`config.mk`:
```
export PLATFORM = sky130hd
export DESIGN_NAME = can_rx_bit_sampler_flat
export DESIGN_NICKNAME = d
export VERILOG_FILES = /design/src/rtl/can_pkg.sv /design/src/rtl/can_rx_bit_sampler_if.sv /design/src/rtl/can_bit_timing.sv /design/src/rtl/can_rx_bit_sampler.sv /design/src/flat_wrapper.sv
export SDC_FILE = /design/constraint.sdc
export NUM_CORES = 1
export LEC_CHECK = 0
export CORE_MARGIN = 4
export CORE_UTILIZATION = 43
export CTS_BUF_LIST = sky130_fd_sc_hd__clkbuf_16
export CTS_CLUSTER_SIZE = 40
export DETAILED_ROUTE_END_ITERATION = 10
export HOLD_SLACK_MARGIN = 0.12
export PLACE_DENSITY_LB_ADDON = 0.12
export SYNTH_ARGS = -nofsm -noshare
export SYNTH_HDL_FRONTEND = slang
export SYNTH_SLANG_ARGS = --single-unit
export TNS_END_PERCENT = 10
```
`constraint.sdc`:
```
create_clock -name CLOCK_SIGNAL_IN -period 4.9 [get_ports CLOCK_SIGNAL_IN]
set_clock_uncertainty 0.2 [all_clocks]
set_input_delay 0.49 -clock CLOCK_SIGNAL_IN [delete_from_list [all_inputs] [get_ports CLOCK_SIGNAL_IN]]
set_output_delay 0.49 -clock CLOCK_SIGNAL_IN [all_outputs]
set_load 0.05 [all_outputs]
```
`src/rtl/can_pkg.sv`:
```
// Shared types and constants for the CAN receive bit sampler.
package can_pkg;

  typedef enum logic [1:0] {
    WAIT_IDLE = 2'd0,
    IDLE      = 2'd1,
    ACTIVE    = 2'd2
  } can_state_e;

  localparam int unsigned CAN_STUFF_LIMIT = 5;
  localparam int unsigned CAN_IDLE_BITS   = 11;

endpackage

```
`src/rtl/can_rx_bit_sampler_if.sv`:
```
// Bus-side and decoder-side signals of the CAN receive bit sampler.
interface can_rx_bit_sampler_if;
  logic CAN_RX;
  logic destuff_en;
  logic rx_bit;
  logic rx_bit_valid;
  logic rx_sof;
  logic stuff_error;
  logic bus_idle;

  modport master (
    output CAN_RX,
    output destuff_en,
    input  rx_bit,
    input  rx_bit_valid,
    input  rx_sof,
    input  stuff_error,
    input  bus_idle
  );

  modport slave (
    input  CAN_RX,
    input  destuff_en,
    output rx_bit,
    output rx_bit_valid,
    output rx_sof,
    output stuff_error,
    output bus_idle
  );
endinterface

```
`src/rtl/can_bit_timing.sv`:
```
// CAN bit timing: tq prescaler, quantum counter, hard sync and sample-point tick.
// SJW=1 resynchronization is built only when CAN_RX_RESYNC_EN is defined.
module can_bit_timing #(
  parameter int unsigned BRP   = 4,
  parameter int unsigned TSEG1 = 5,
  parameter int unsigned TSEG2 = 2
) (
  input  logic clk_i,
  input  logic rst_i,
  input  logic run_i,
  input  logic hard_sync_i,
  input  logic resync_edge_i,
  output logic sample_tick_o
);

  localparam int unsigned QMax = TSEG1 + TSEG2;
  localparam int unsigned PW   = (BRP > 1) ? $clog2(BRP) : 1;
  localparam int unsigned QW   = $clog2(QMax + 1);

  logic [PW-1:0] presc_q, presc_d;
  logic [QW-1:0] q_q, q_d;
  logic          tq_tick;
  logic          hold_now;
  logic          wrap_now;

  assign tq_tick       = run_i && (presc_q == PW'(BRP - 1));
  assign sample_tick_o = tq_tick && (q_q == QW'(TSEG1)) && !hold_now;

`ifdef CAN_RX_RESYNC_EN
  logic hold_q, hold_d;
  logic wrap_q, wrap_d;
  logic edge_early, edge_late;

  // Edges at q==0 are on time and need no correction.
  assign edge_early = resync_edge_i && (q_q != '0) && (q_q <= QW'(TSEG1));
  assign edge_late  = resync_edge_i && (q_q > QW'(TSEG1));
  assign hold_now   = hold_q | edge_early;
  assign wrap_now   = wrap_q | edge_late;

  always_comb begin
    hold_d = hold_q;
    wrap_d = wrap_q;
    if (edge_early) begin
      hold_d = 1'b1;
      wrap_d = 1'b0;
    end
    if (edge_late) begin
      wrap_d = 1'b1;
      hold_d = 1'b0;
    end
    if (hard_sync_i || tq_tick) begin
      hold_d = 1'b0;
      wrap_d = 1'b0;
    end
  end

  always_ff @(posedge clk_i or posedge rst_i) begin
    if (rst_i) begin
      hold_q <= 1'b0;
      wrap_q <= 1'b0;
    end else begin
      hold_q <= hold_d;
      wrap_q <= wrap_d;
    end
  end
`else
  logic unused_resync_edge;
  assign unused_resync_edge = resync_edge_i;
  assign hold_now           = 1'b0;
  assign wrap_now           = 1'b0;
`endif

  always_comb begin
    presc_d = presc_q;
    q_d     = q_q;
    if (hard_sync_i) begin
      presc_d = '0;
      q_d     = '0;
    end else if (tq_tick) begin
      presc_d = '0;
      // A pending hold stretches the current quantum by repeating it.
      if (wrap_now || (q_q == QW'(QMax))) begin
        q_d = '0;
      end else if (!hold_now) begin
        q_d = q_q + QW'(1);
      end
    end else if (run_i) begin
      presc_d = presc_q + PW'(1);
    end
  end

  always_ff @(posedge clk_i or posedge rst_i) begin
    if (rst_i) begin
      presc_q <= '0;
      q_q     <= '0;
    end else begin
      presc_q <= presc_d;
      q_q     <= q_d;
    end
  end

endmodule

```
`src/rtl/can_rx_bit_sampler.sv`:
```
// CAN receive front end: synchronizer, bus-state FSM, destuffer and bit strobes.
// Define CAN_RX_RESYNC_EN to enable SJW=1 resynchronization in can_bit_timing.
module can_rx_bit_sampler
  import can_pkg::*;
#(
  parameter int unsigned BRP   = 4,
  parameter int unsigned TSEG1 = 5,
  parameter int unsigned TSEG2 = 2
) (
  input  logic                 CLOCK_SIGNAL_IN,
  input  logic                 RESET,
  can_rx_bit_sampler_if.slave  bus
);

  logic       sync1_q, s_q, s_dly_q;
  logic       fall;
  can_state_e state_q, state_d;
  logic       sample_tick, hard_sync, resync_edge, timing_run;
  logic       smp_vld_q, smp_vld_d;
  logic       smp_bit_q, smp_bit_d;
  logic       smp_den_q, smp_den_d;
  logic [2:0] run_cnt_q, run_cnt_d;
  logic       last_q, last_d;
  logic [3:0] rec_cnt_q, rec_cnt_d;
  logic [3:0] rec_next;
  logic       rx_bit_q, rx_bit_d;
  logic       rx_vld_q, rx_vld_d;
  logic       rx_sof_q, rx_sof_d;
  logic       stuff_err_q, stuff_err_d;
  logic       bus_idle_q, bus_idle_d;

  always_ff @(posedge CLOCK_SIGNAL_IN or posedge RESET) begin
    if (RESET) begin
      sync1_q <= 1'b1;
      s_q     <= 1'b1;
      s_dly_q <= 1'b1;
    end else begin
      sync1_q <= bus.CAN_RX;
      s_q     <= sync1_q;
      s_dly_q <= s_q;
    end
  end

  assign fall        = s_dly_q & ~s_q;
  assign hard_sync   = (state_q == IDLE) && fall;
  assign resync_edge = (state_q == ACTIVE) && fall;
  assign timing_run  = (state_q != IDLE);

  can_bit_timing #(
    .BRP   (BRP),
    .TSEG1 (TSEG1),
    .TSEG2 (TSEG2)
  ) u_timing (
    .clk_i         (CLOCK_SIGNAL_IN),
    .rst_i         (RESET),
    .run_i         (timing_run),
    .hard_sync_i   (hard_sync),
    .resync_edge_i (resync_edge),
    .sample_tick_o (sample_tick)
  );

  // Sample stage: capture the bus value and destuff qualifier at the sample point.
  always_comb begin
    smp_vld_d = sample_tick;
    smp_bit_d = sample_tick ? s_q : smp_bit_q;
    smp_den_d = sample_tick ? bus.destuff_en : smp_den_q;
  end

  assign rec_next = !smp_bit_q                     ? 4'd0 :
                    (rec_cnt_q == 4'(CAN_IDLE_BITS)) ? rec_cnt_q :
                    rec_cnt_q + 4'd1;

  always_comb begin
    state_d     = state_q;
    run_cnt_d   = run_cnt_q;
    last_d      = last_q;
    rec_cnt_d   = rec_cnt_q;
    rx_bit_d    = rx_bit_q;
    rx_vld_d    = 1'b0;
    rx_sof_d    = 1'b0;
    stuff_err_d = 1'b0;
    bus_idle_d  = bus_idle_q;

    unique case (state_q)
      WAIT_IDLE: begin
        if (smp_vld_q) begin
          rec_cnt_d = rec_next;
          if (!smp_den_q) begin
            run_cnt_d = 3'd1;
            last_d    = smp_bit_q;
          end
          if (rec_next == 4'(CAN_IDLE_BITS)) begin
            state_d    = IDLE;
            bus_idle_d = 1'b1;
          end
        end
      end
      IDLE: begin
        // Seeding last=recessive makes the dominant SOF start a fresh run of one.
        if (fall) begin
          state_d    = ACTIVE;
          rx_sof_d   = 1'b1;
          bus_idle_d = 1'b0;
          run_cnt_d  = 3'd1;
          last_d     = 1'b1;
          rec_cnt_d  = 4'd0;
        end
      end
      ACTIVE: begin
        if (smp_vld_q) begin
          rec_cnt_d = rec_next;
          if (!smp_den_q) begin
            run_cnt_d = 3'd1;
            last_d    = smp_bit_q;
            rx_vld_d  = 1'b1;
            rx_bit_d  = smp_bit_q;
          end else if (run_cnt_q == 3'(CAN_STUFF_LIMIT)) begin
            if (smp_bit_q != last_q) begin
              run_cnt_d = 3'd1;
              last_d    = smp_bit_q;
            end else begin
              stuff_err_d = 1'b1;
            end
          end else begin
            if (smp_bit_q == last_q) begin
              run_cnt_d = run_cnt_q + 3'd1;
            end else begin
              run_cnt_d = 3'd1;
              last_d    = smp_bit_q;
            end
            rx_vld_d = 1'b1;
            rx_bit_d = smp_bit_q;
          end

          if (stuff_err_d) begin
            state_d   = WAIT_IDLE;
            rec_cnt_d = 4'd0;
          end else if (rec_next == 4'(CAN_IDLE_BITS)) begin
            state_d    = IDLE;
            bus_idle_d = 1'b1;
          end
        end
      end
      default: state_d = WAIT_IDLE;
    endcase
  end

  always_ff @(posedge CLOCK_SIGNAL_IN or posedge RESET) begin
    if (RESET) begin
      state_q     <= WAIT_IDLE;
      smp_vld_q   <= 1'b0;
      smp_bit_q   <= 1'b1;
      smp_den_q   <= 1'b0;
      run_cnt_q   <= 3'd1;
      last_q      <= 1'b1;
      rec_cnt_q   <= 4'd0;
      rx_bit_q    <= 1'b1;
      rx_vld_q    <= 1'b0;
      rx_sof_q    <= 1'b0;
      stuff_err_q <= 1'b0;
      bus_idle_q  <= 1'b0;
    end else begin
      state_q     <= state_d;
      smp_vld_q   <= smp_vld_d;
      smp_bit_q   <= smp_bit_d;
      smp_den_q   <= smp_den_d;
      run_cnt_q   <= run_cnt_d;
      last_q      <= last_d;
      rec_cnt_q   <= rec_cnt_d;
      rx_bit_q    <= rx_bit_d;
      rx_vld_q    <= rx_vld_d;
      rx_sof_q    <= rx_sof_d;
      stuff_err_q <= stuff_err_d;
      bus_idle_q  <= bus_idle_d;
    end
  end

  assign bus.rx_bit       = rx_bit_q;
  assign bus.rx_bit_valid = rx_vld_q;
  assign bus.rx_sof       = rx_sof_q;
  assign bus.stuff_error  = stuff_err_q;
  assign bus.bus_idle     = bus_idle_q;

endmodule

```
`src/flat_wrapper.sv`:
```
// flat-port wrapper written by rule: the top's interface ports become plain ports
module can_rx_bit_sampler_flat import can_pkg::*;
#(
  parameter int unsigned BRP   = 4,
  parameter int unsigned TSEG1 = 5,
  parameter int unsigned TSEG2 = 2
)
  (CLOCK_SIGNAL_IN, RESET, bus_CAN_RX, bus_destuff_en, bus_rx_bit, bus_rx_bit_valid, bus_rx_sof, bus_stuff_error, bus_bus_idle);
  can_rx_bit_sampler_if bus_i ();
  input  logic CLOCK_SIGNAL_IN;
  input  logic RESET;
  input wire logic [$bits(bus_i.CAN_RX)-1:0] bus_CAN_RX;
  input wire logic [$bits(bus_i.destuff_en)-1:0] bus_destuff_en;
  output wire logic [$bits(bus_i.rx_bit)-1:0] bus_rx_bit;
  output wire logic [$bits(bus_i.rx_bit_valid)-1:0] bus_rx_bit_valid;
  output wire logic [$bits(bus_i.rx_sof)-1:0] bus_rx_sof;
  output wire logic [$bits(bus_i.stuff_error)-1:0] bus_stuff_error;
  output wire logic [$bits(bus_i.bus_idle)-1:0] bus_bus_idle;
  assign bus_i.CAN_RX = bus_CAN_RX;
  assign bus_i.destuff_en = bus_destuff_en;
  assign bus_rx_bit = bus_i.rx_bit;
  assign bus_rx_bit_valid = bus_i.rx_bit_valid;
  assign bus_rx_sof = bus_i.rx_sof;
  assign bus_stuff_error = bus_i.stuff_error;
  assign bus_bus_idle = bus_i.bus_idle;
  can_rx_bit_sampler #(.BRP(BRP), .TSEG1(TSEG1), .TSEG2(TSEG2)) u_core (.CLOCK_SIGNAL_IN(CLOCK_SIGNAL_IN), .RESET(RESET), .bus(bus_i));
endmodule
```
==> results of run 1 <==
[power by group]
group	internal, uW	switching [uW]
clock	109	71.2
combinational	7.26	9.42
sequential	220	4.05
total	337	84.6
[cell usage in the layout, fill, tap and decap left out, types with 3 or more instances in the layout]
cell type | synthesis | final
o21ai_0 | 3 | 3
mux2i_1 | 3 | 3
a21oi_1 | 11 | 11
nand3_1 | 6 | 6
ha_1 | 11 | 11
nor2b_1 | 5 | 5
nand3b_1 | 3 | 3
nor2_1 | 7 | 7
dfstp_2 | 7 | 7
nand2_1 | 5 | 5
clkdlybuf4s50_1 | 0 | 8
inv_1 | 11 | 12
clkbuf_16 | 0 | 3
mux2_2 | 3 | 3
dfrtp_1 | 19 | 19
[flip-flops by register name (all words and copies together) (netlist names), 2 cells and up]
register	flops
u_core.rec_cnt_q	4
u_core.run_cnt_q	3
u_core.u_timing.q_q	3
u_core.state_q	2
u_core.u_timing.presc_q	2
[Yosys cell counts, drive strengths merged (2+ instances only)]
cell,count,area (um^2)
buf,3,27.52
dfstp,7,183.9
nor2b,5,31.28
nand2,5,18.77
inv,11,41.29
a22o,2,17.52
ha,11,137.6
xnor2,2,17.52
and3,3,21.27
mux2i,3,30.03
mux2,4,48.79
o21ai,4,20.01
nor2,7,26.28
a21oi,11,55.05
nand3b,3,22.52
a211oi,2,32.53
nand3,6,30.03
dfrtp,19,475.5
o2bb2ai,2,17.52
[how the worst max path moves through the flow]
stage / endpoint / startpoint / slack, ps
2_1_floorplan: u_core.rec_cnt_q[0]$_DFFE_PP0P_ / u_core.state_q[0]$_DFFE_PP0P_ / 3010
5_1_grt: u_core.state_q[1]$_DFFE_PP0P_ / u_core.state_q[1]$_DFFE_PP0P_ / 2460
3_5_place_dp: u_core.state_q[1]$_DFFE_PP0P_ / u_core.state_q[1]$_DFFE_PP0P_ / 2710
4_1_cts: bus_rx_bit / u_core.bus.rx_bit$_DFFE_PP1P_ / 2630
3_3_place_gp: u_core.state_q[1]$_DFFE_PP0P_ / u_core.state_q[1]$_DFFE_PP0P_ / 2720
6_report: bus_rx_bit / u_core.bus.rx_bit$_DFFE_PP1P_ / 2630
[kinds of logic after synthesis]
logic type | count (synthesis)
AO/OA/AOI/OAI | 33
buffers and inverters | 14
AND/OR/NAND/NOR | 36
adder cells (fa/ha/maj) | 11
XOR/XNOR | 2
multiplexers | 7
flip-flops | 26
[cell type report]
class	instances	area [um^2]
timing repair buffer	8	80.08
sequential	26	659.4
multi-input combinational	89	694.4
fill	299	1494
clock inverter	1	3.754
inverter	11	41.29
clock buffer	3	75.07
tap	44	55.05
[through the flow]
stage	setup WS [ps]	util (%)	hold WS [ps]	area, um^2
2_1_floorplan	3014	-	145.2	1423
3_3_place_gp	2720	49.31	150.4	1530
3_5_place_dp	2709	49.31	147.6	1530
4_1_cts	2629	51.85	162.8	1609
5_1_grt	2463	51.85	168.2	1609
6_report	2635	51.85	161.4	1609
[metal layers]
layer  up-vias  track usage (%)  part of all wire, %
li1        478                -                    -
met1       475            17.17                   49
met2        10            21.49                   48
met3         2            2.051                  2.2
met4         0            3.886                 0.79
met5         -                0                    0
==> results.yml, run 1 <==
die:
  die_w_um: 65.52
  ioPinCount: 9
  fp.coreArea_mm2: 0.003103
  die-area_mm2: 0.004293
  initial_core_util_pct: 45.85
  num_rows: 20
  die_y_um: 65.52
setup_path:
  slowest_stage: "clkdlybuf4s50_1"
  rrSetupSlack_ps: 2690
  worstPathCellList: "clkdlybuf4s50_1"
  critPathTopFamily: "buffers and inverters"
  start_kind: "flip-flop"
  reg2reg_depth: 6
  critPathKind: "reg2out"
  cp.required_ps: 4210
  r2r_start: "u_core.state_q[1]$_DFFE_PP0P_"
  cp.arrival_ps: 1580
  reg2reg_to: "u_core.state_q[1]$_DFFE_PP0P_"
  crit_cells: 1
  max_stage_delay_ps: 790
  cp_max_fo: 2
  crit_buf_inv: 1
  worstSetupEndpointType: "output pin"
place:
  dp_hpwl_mm: 1.814
  place_congestion: 0.8009
  place_inst: 178
  numPortBuffers: 8
detailed_routing:
  drc_errors: 0
  dr.first_iter.drc_count: 33
  viasPerCell: 5.302
  wirelength_mm: 2.417
  antenna_left: 0
  route.vias.total: 965
  wl_per_cell_um: 13.28
  drt-pass1-iter-count: 4
power_and_ir_drop:
  p_leak_uw: 0.0006945
  p_per_area_mw_per_mm2: 261.8
  peakVddDrop_v: 0.0001544
  power_uw: 421.3
sta:
  rsz0062_at_grt: "false"
  maxSlewHeadroom_pct: 35.88
  worst_pin_slew_ps: 960.8
  setup_viol: 0
  fin_crit_ps: 2265
  finalSetupTns_ps: 0
  final-max-slew-violation-count: 0
  max_freq_mhz: 441.4
  fin_crit_sh_pct: 46.23
  hold_viol_final: 0
clock_network:
  postCtsSetupRepairBufs: 0
  clockBufferDepth: 2
  root_buffer: "clkbuf_16"
  cts_tree: "done"
  clock_latency_ps: 250
  cts_sinks: 26
  cts_made_buffers: 3
  cts_resized: 0
  clk_pin_slew_ps: 60
  htreeDepth: 1
  ctsHoldBuffers: 0
synth:
  synth_top_family_by_area: "compound AO/OA/AOI/OAI gates"
  synth-simple-area-share_pct: 14.69
  yosysUniqueCellTypes: 44
  synth_async_sr_flop_share_pct: 100.0
  synth_compound_area_share_pct: 17.68
  ys.flop_type: "dfrtp_1"
  synth_cells: 129
  synth_mux_area_share_pct: 5.541
  synth_xor_area_share_pct: 1.231
  synth_area_mm2: 0.001423
  yosys_warnings: 0
  postSynthAreaPerCell_um2: 11.03
  synth_seq_cells: 26
  synth_edf_count: 0
  synth_seq_area_share_pct: 46.35
  synthAdderAreaFrac_pct: 9.675
  syn-num-nets: 144
cells_and_area:
  drive_above_1_share_pct: 15.94
  num_antenna_cells: 0
  nets: 154
  area_growth_pct: 13.10
  fin_cells: 182
status:
  status: "completed"
hold_path:
  hold_depth: 0
  min_path_type: "reg2reg"
  hold_start: "u_core.sync1_q$_DFF_PP1_"
  worst_hold_path.endpoint: "u_core.s_q$_DFF_PP1_"
global_routing:
  overflow: 0
  grt_max_degree: 27
  grt_pass1_vias: 984
  grt_pass1_wl_mm: 4.360
  grt_usage_pct: 12.91
  antenna_found_initial: 0
flow_run:
  maxCapViolCount: 0
(Power assumes the default switching activity.)
==> inputs of run 2 (changes only) <==
- clock period: 4.9 -> 2.05 ns (I/O delays scaled with it)
==> run 2 against run 1 <==
Via count is 2.9% higher. Hold slack got worse by 18 ps. Final cell count increased by 3.8%. Clock-buffer cell count is the same. Global-route usage increased by 0.86 points. Combinational power grew to 2.7 times the previous value. Design area rose by 4.0%. Core utilization rose by 2.1 points. First-iteration DRC count decreased by 48%. Die area unchanged. Wire length increased by 3.8%. Critical path type is now reg2reg. Highest routed layer unchanged.
==> results.yml, run 2 (same netlist as run 1, synthesis figures left out) <==
status:
  status: "completed"
detailed_routing:
  dr.first_iter.drc_count: 17
  drc_errors: 0
  drt-pass1-iter-count: 4
  wirelength_mm: 2.510
  wl_per_cell_um: 13.28
  route.vias.total: 993
  antenna_left: 0
  viasPerCell: 5.254
hold_path:
  hold_start: "bus_CAN_RX"
  min_path_type: "in2reg"
sta:
  finalSetupTns_ps: 0
  final-max-slew-violation-count: 0
  fin_crit_ps: 1902
  setup_ws_ps: 147.6
  max_freq_mhz: 525.6
  hold_viol_final: 0
  setup_viol: 0
  maxSlewHeadroom_pct: 66.80
  fin_crit_sh_pct: 92.80
  worst_pin_slew_ps: 496.5
  rsz0062_at_grt: "false"
setup_path:
  cp.arrival_ps: 1850
  r2r_start: "u_core.state_q[0]$_DFFE_PP0P_"
  slowest_stage: "dfrtp_1"
  worstPathCellList: "inv_1 > ha_2 > o21ba_4 > a211oi_2 > o21ai_1 > mux2_4"
  worstSetupStartpoint: "u_core.state_q[0]$_DFFE_PP0P_"
  cp_max_fo: 7
  crit_buf_inv: 1
  critPathTopFamily: "compound AO/OA/AOI/OAI gates"
  max_stage_delay_ps: 390
  worstSetupEndpointType: "flip-flop"
  cp.required_ps: 2000
  critPathKind: "reg2reg"
  start_kind: "flip-flop"
die:
  die_w_um: 65.52
  ioPinCount: 9
  fp.coreArea_mm2: 0.003103
  die_y_um: 65.52
  initial_core_util_pct: 45.85
  die-area_mm2: 0.004293
  num_rows: 20
place:
  place_congestion: 0.7814
  numPortBuffers: 8
  dp_hpwl_mm: 1.862
  dpl_worst_slack_ps: 74.58
power_and_ir_drop:
  peakVddDrop_v: 0.0004801
  internal_power_uw: 809.1
  clockPowerShare_pct: 43.0
  p_seq_share_pct: 52.7
  power_uw: 1019
  p_per_area_mw_per_mm2: 608.9
  p_leak_uw: 0.0007250
  switching_share_pct: 20.57
  switchingPower_uw: 209.5
  pwr-share-comb_pct: 4.4
cells_and_area:
  num_antenna_cells: 0
  nets: 161
  top_register: "u_core.rec_cnt_q"
  multiInputGateArea_um2: 705.7
  largestRegisters: "u_core.rec_cnt_q (4), u_core.run_cnt_q (3), u_core.u_timing.q_q (3)"
  mostFrequentLayoutCells: "dfrtp_1, inv_1, a21oi_1, ha_1"
  area_growth_pct: 17.59
  layout_commonest_cell: "dfrtp_1"
  fill_cells: 302
  layout.area.seq_um2: 659.4
  drive_above_1_share_pct: 22.07
  largest_reg_flops: 4
flow_run:
  maxCapViolCount: 0
global_routing:
  overflow: 0
  grt_max_degree: 27
  grt_pass1_vias: 1020
  grt_pass1_wl_mm: 4.526
  grt_usage_pct: 13.76
  antenna_found_initial: 0
clock_network:
  clockBufferDepth: 2
  cts_sinks: 26
  clock_latency_ps: 260
  cts_tree: "done"
  cts_made_buffers: 3
  htreeDepth: 1
  root_buffer: "clkbuf_16"
  clk_pin_slew_ps: 60
[run 2: path summary, 6_finish.rpt]
check	endpoint	slack (ps)	cells past startpoint
min in group asynchronous	u_core.smp_den_q$_DFFE_PP0P_	650	4
worst min register to register	u_core.s_q$_DFF_PP1_	160	0
worst min-delay path	u_core.sync1_q$_DFF_PP1_	140	1
worst max register to register	u_core.rec_cnt_q[0]$_DFFE_PP0P_	150	6
worst max-delay path	u_core.rec_cnt_q[0]$_DFFE_PP0P_	150	6
max in group asynchronous	u_core.s_q$_DFF_PP1_	710	4
[run 2: final cells by class]
| cell class | count | area share (%) |
|---|---|---|
| sequential | 26 | 39.42 |
| inverter | 11 | 2.468 |
| multi-input combinational | 89 | 42.18 |
| tap | 44 | 3.291 |
| timing repair buffer | 15 | 7.928 |
| clock buffer | 3 | 4.488 |
| clock inverter | 1 | 0.2244 |
[run 2: metal layers]
layer	wire [um]	track usage, %	up-vias
li1	-	-	492
met1	1207	16.72	486
met2	1190	23.14	10
met3	59	3.077	5
met4	53	6.218	0
met5	0	0	-
[run 2: per-stage QoR]
stage | area, um^2 | instances | utilization [%] | hold WS, ps
after floorplan | 1423 | 129 | - | 9.478
after global placement | 1573 | 184 | 50.69 | 150.1
after detailed placement | 1573 | 184 | 50.69 | 150.3
after CTS | 1662 | 189 | 53.55 | 141.8
after global routing | 1673 | 189 | 53.91 | 156.3
final | 1673 | 189 | 53.91 | 143.3
[run 2: repair_timing]
item	4_1_cts	5_1_grt
resized for setup	0	3
endpoints found under the hold margin	19	0
endpoints found under the setup margin	0	3
hold buffers	1	0
setup buffers	0	0
[run 2: power by group through the flow]
stage	Clock, uW	Sequential [uW]	Combinational, uW
floorplan	0	541	34.5
global placement	0	545	43.5
detailed placement	0	546	44.1
CTS	447	536	45.7
global route	466	537	50.6
finish	438	536	44.4
==> inputs of run 3 (changes only) <==
- CORE_MARGIN: 4 -> default
- CORE_UTILIZATION: 43 -> 45
==> run 3 against run 2 <==
Die area fell by 21%. Core utilization is 1.4 points higher. First-iteration DRC count rose to 2.5 times the previous value. Clock power about the same. Final cell count did not move. Critical path depth rose by 1. Design area hardly changed. Worst setup slack got worse by 55 ps. Critical endpoint unchanged. Largest power group unchanged.
==> results.yml, run 3 (same netlist as run 1, synthesis figures left out) <==
detailed_routing:
  viasPerCell: 5.312
  wl_per_cell_um: 13.69
  drt-pass1-iter-count: 4
  dr.first_iter.drc_count: 43
  route.vias.total: 1004
  antenna_left: 0
  drc_errors: 0
  wirelength_mm: 2.588
setup_path:
  critPathKind: "reg2reg"
  worstSetupEndpointType: "flip-flop"
  start_kind: "flip-flop"
  cp_common_cell: "inv_1"
  cp_max_fo: 5
  rrSetupSlack_ps: 90
  reg2reg_to: "u_core.rec_cnt_q[0]$_DFFE_PP0P_"
  crit_buf_inv: 3
  r2r_start: "u_core.state_q[1]$_DFFE_PP0P_"
  cp.required_ps: 2000
  reg2reg_depth: 7
  max_stage_delay_ps: 420
  cp.arrival_ps: 1900
  worstPathCellList: "inv_1 > ha_2 > inv_1 > o221ai_1 > buf_4 > o21ai_1 > mux2_4"
  critPathTopFamily: "flip-flops"
  slowest_stage: "dfrtp_1"
global_routing:
  grt_usage_pct: 18.03
  grt_max_degree: 27
  grt_pass1_wl_mm: 4.567
  overflow: 0
  grt_pass1_vias: 1008
  antenna_found_initial: 0
clock_network:
  cts_made_buffers: 3
  clk_pin_slew_ps: 60
  clock_latency_ps: 260
  postCtsSetupRepairBufs: 0
  cts_tree: "done"
  cts_sinks: 26
  htreeDepth: 1
  clockBufferDepth: 2
  root_buffer: "clkbuf_16"
flow_run:
  maxCapViolCount: 0
sta:
  hold_viol_final: 0
  setup_ws_ps: 92.44
  finalSetupTns_ps: 0
  maxSlewHeadroom_pct: 67.15
  fin_crit_sh_pct: 95.49
  max_freq_mhz: 510.8
  fin_crit_ps: 1958
  rsz0062_at_grt: "false"
  final-max-slew-violation-count: 0
  setup_viol: 0
  worst_pin_slew_ps: 491.2
cells_and_area:
  utilization_pct: 55.29
  layout_commonest_cell: "dfrtp_1"
  final_area_mm2: 0.001674
  multiInputGateArea_um2: 706.9
  fill_cells: 267
  num_antenna_cells: 0
  largestRegisters: "u_core.rec_cnt_q (4), u_core.run_cnt_q (3), u_core.u_timing.q_q (3)"
  mostFrequentLayoutCells: "dfrtp_1, inv_1, a21oi_1, ha_1"
  layout.area.seq_um2: 659.4
  nets: 161
  area_growth_pct: 17.68
  fin_cells: 189
  drive_above_1_share_pct: 21.38
  largest_reg_flops: 4
  top_register: "u_core.rec_cnt_q"
power_and_ir_drop:
  p_per_area_mw_per_mm2: 609.9
  p_leak_uw: 0.0007247
  peakVddDrop_v: 0.0003591
hold_path:
  min_path_type: "in2reg"
  worst_hold_path.endpoint: "u_core.sync1_q$_DFF_PP1_"
  hold_start: "bus_CAN_RX"
  hold_depth: 1
die:
  initial_core_util_pct: 46.98
  fp.coreArea_mm2: 0.003028
  die-area_mm2: 0.003390
  ioPinCount: 9
  die_w_um: 58.23
  num_rows: 20
  die_y_um: 58.23
status:
  status: "completed"
place:
  place_congestion: 0.8303
  dp_hpwl_mm: 1.903
  numPortBuffers: 8
  place_inst: 184
  dpl_cell_area_mm2: 0.001573
  dpl_worst_slack_ps: 66.79
==> run 3: cell count changes in the layout (fill, tap and decap cells not counted) <==
| cell | previous run | this run |
|---|---|---|
| nor4_1 | 0 | 1 |
| nor4_2 | 1 | 0 |
| a211oi_2 | 1 | 0 |
| a211oi_4 | 1 | 2 |
==> run 3: stage by stage <==
stage               power (uW)  hold slack, ps
floorplan                575.9           9.478
global placement         588.6           149.3
detailed placement       590.5           148.5
CTS                       1033           148.1
global route              1066           141.9
finish                    1021           150.4
==> run 3: worst max path at each step <==
stage / from / end / cells after the start
final: u_core.state_q[1]$_DFFE_PP0P_ / u_core.rec_cnt_q[0]$_DFFE_PP0P_ / 7
after global routing: u_core.state_q[0]$_DFFE_PP0P_ / u_core.rec_cnt_q[0]$_DFFE_PP0P_ / 6
after CTS: u_core.state_q[1]$_DFFE_PP0P_ / u_core.rec_cnt_q[0]$_DFFE_PP0P_ / 6
after detailed placement: u_core.state_q[1]$_DFFE_PP0P_ / u_core.rec_cnt_q[0]$_DFFE_PP0P_ / 6
after global placement: u_core.run_cnt_q[0]$_DFFE_PP1P_ / u_core.rec_cnt_q[0]$_DFFE_PP0P_ / 6
after floorplan: u_core.state_q[0]$_DFFE_PP0P_ / u_core.rec_cnt_q[0]$_DFFE_PP0P_ / 6
==> run 3: routing by layer <==
| layer | GRT usage [%] | vias up | wire [um] |
|---|---|---|---|
| met3 | 3.348 | 3 | 87 |
| met1 | 23.03 | 490 | 1212 |
| li1 | - | 495 | - |
| met5 | 0 | - | 0 |
| met4 | 7.143 | 0 | 37 |
| met2 | 30.21 | 16 | 1249 |
==> run 3: where the power goes <==
part           switching (uW)  total (uW)  internal [uW]
Sequential               10.0         537            527
Clock                     178         439            261
Combinational            24.1        45.4           21.3
Total                     212        1020            809
==> run 3: area by class of cell <==
cell class,count,share of cell area [%]
timing repair buffer,15,7.922
sequential,26,39.39
clock buffer,3,4.484
inverter,11,2.466
clock inverter,1,0.2242
multi-input combinational,89,42.23
tap,44,3.288
==> run 3: timing repair <==
| item | in CTS | in global routing |
|---|---|---|
| hold endpoints to repair | 19 | 0 |
| setup endpoints to repair | 0 | 4 |
| gates resized for setup | 0 | 3 |
| hold buffers | 1 | 0 |
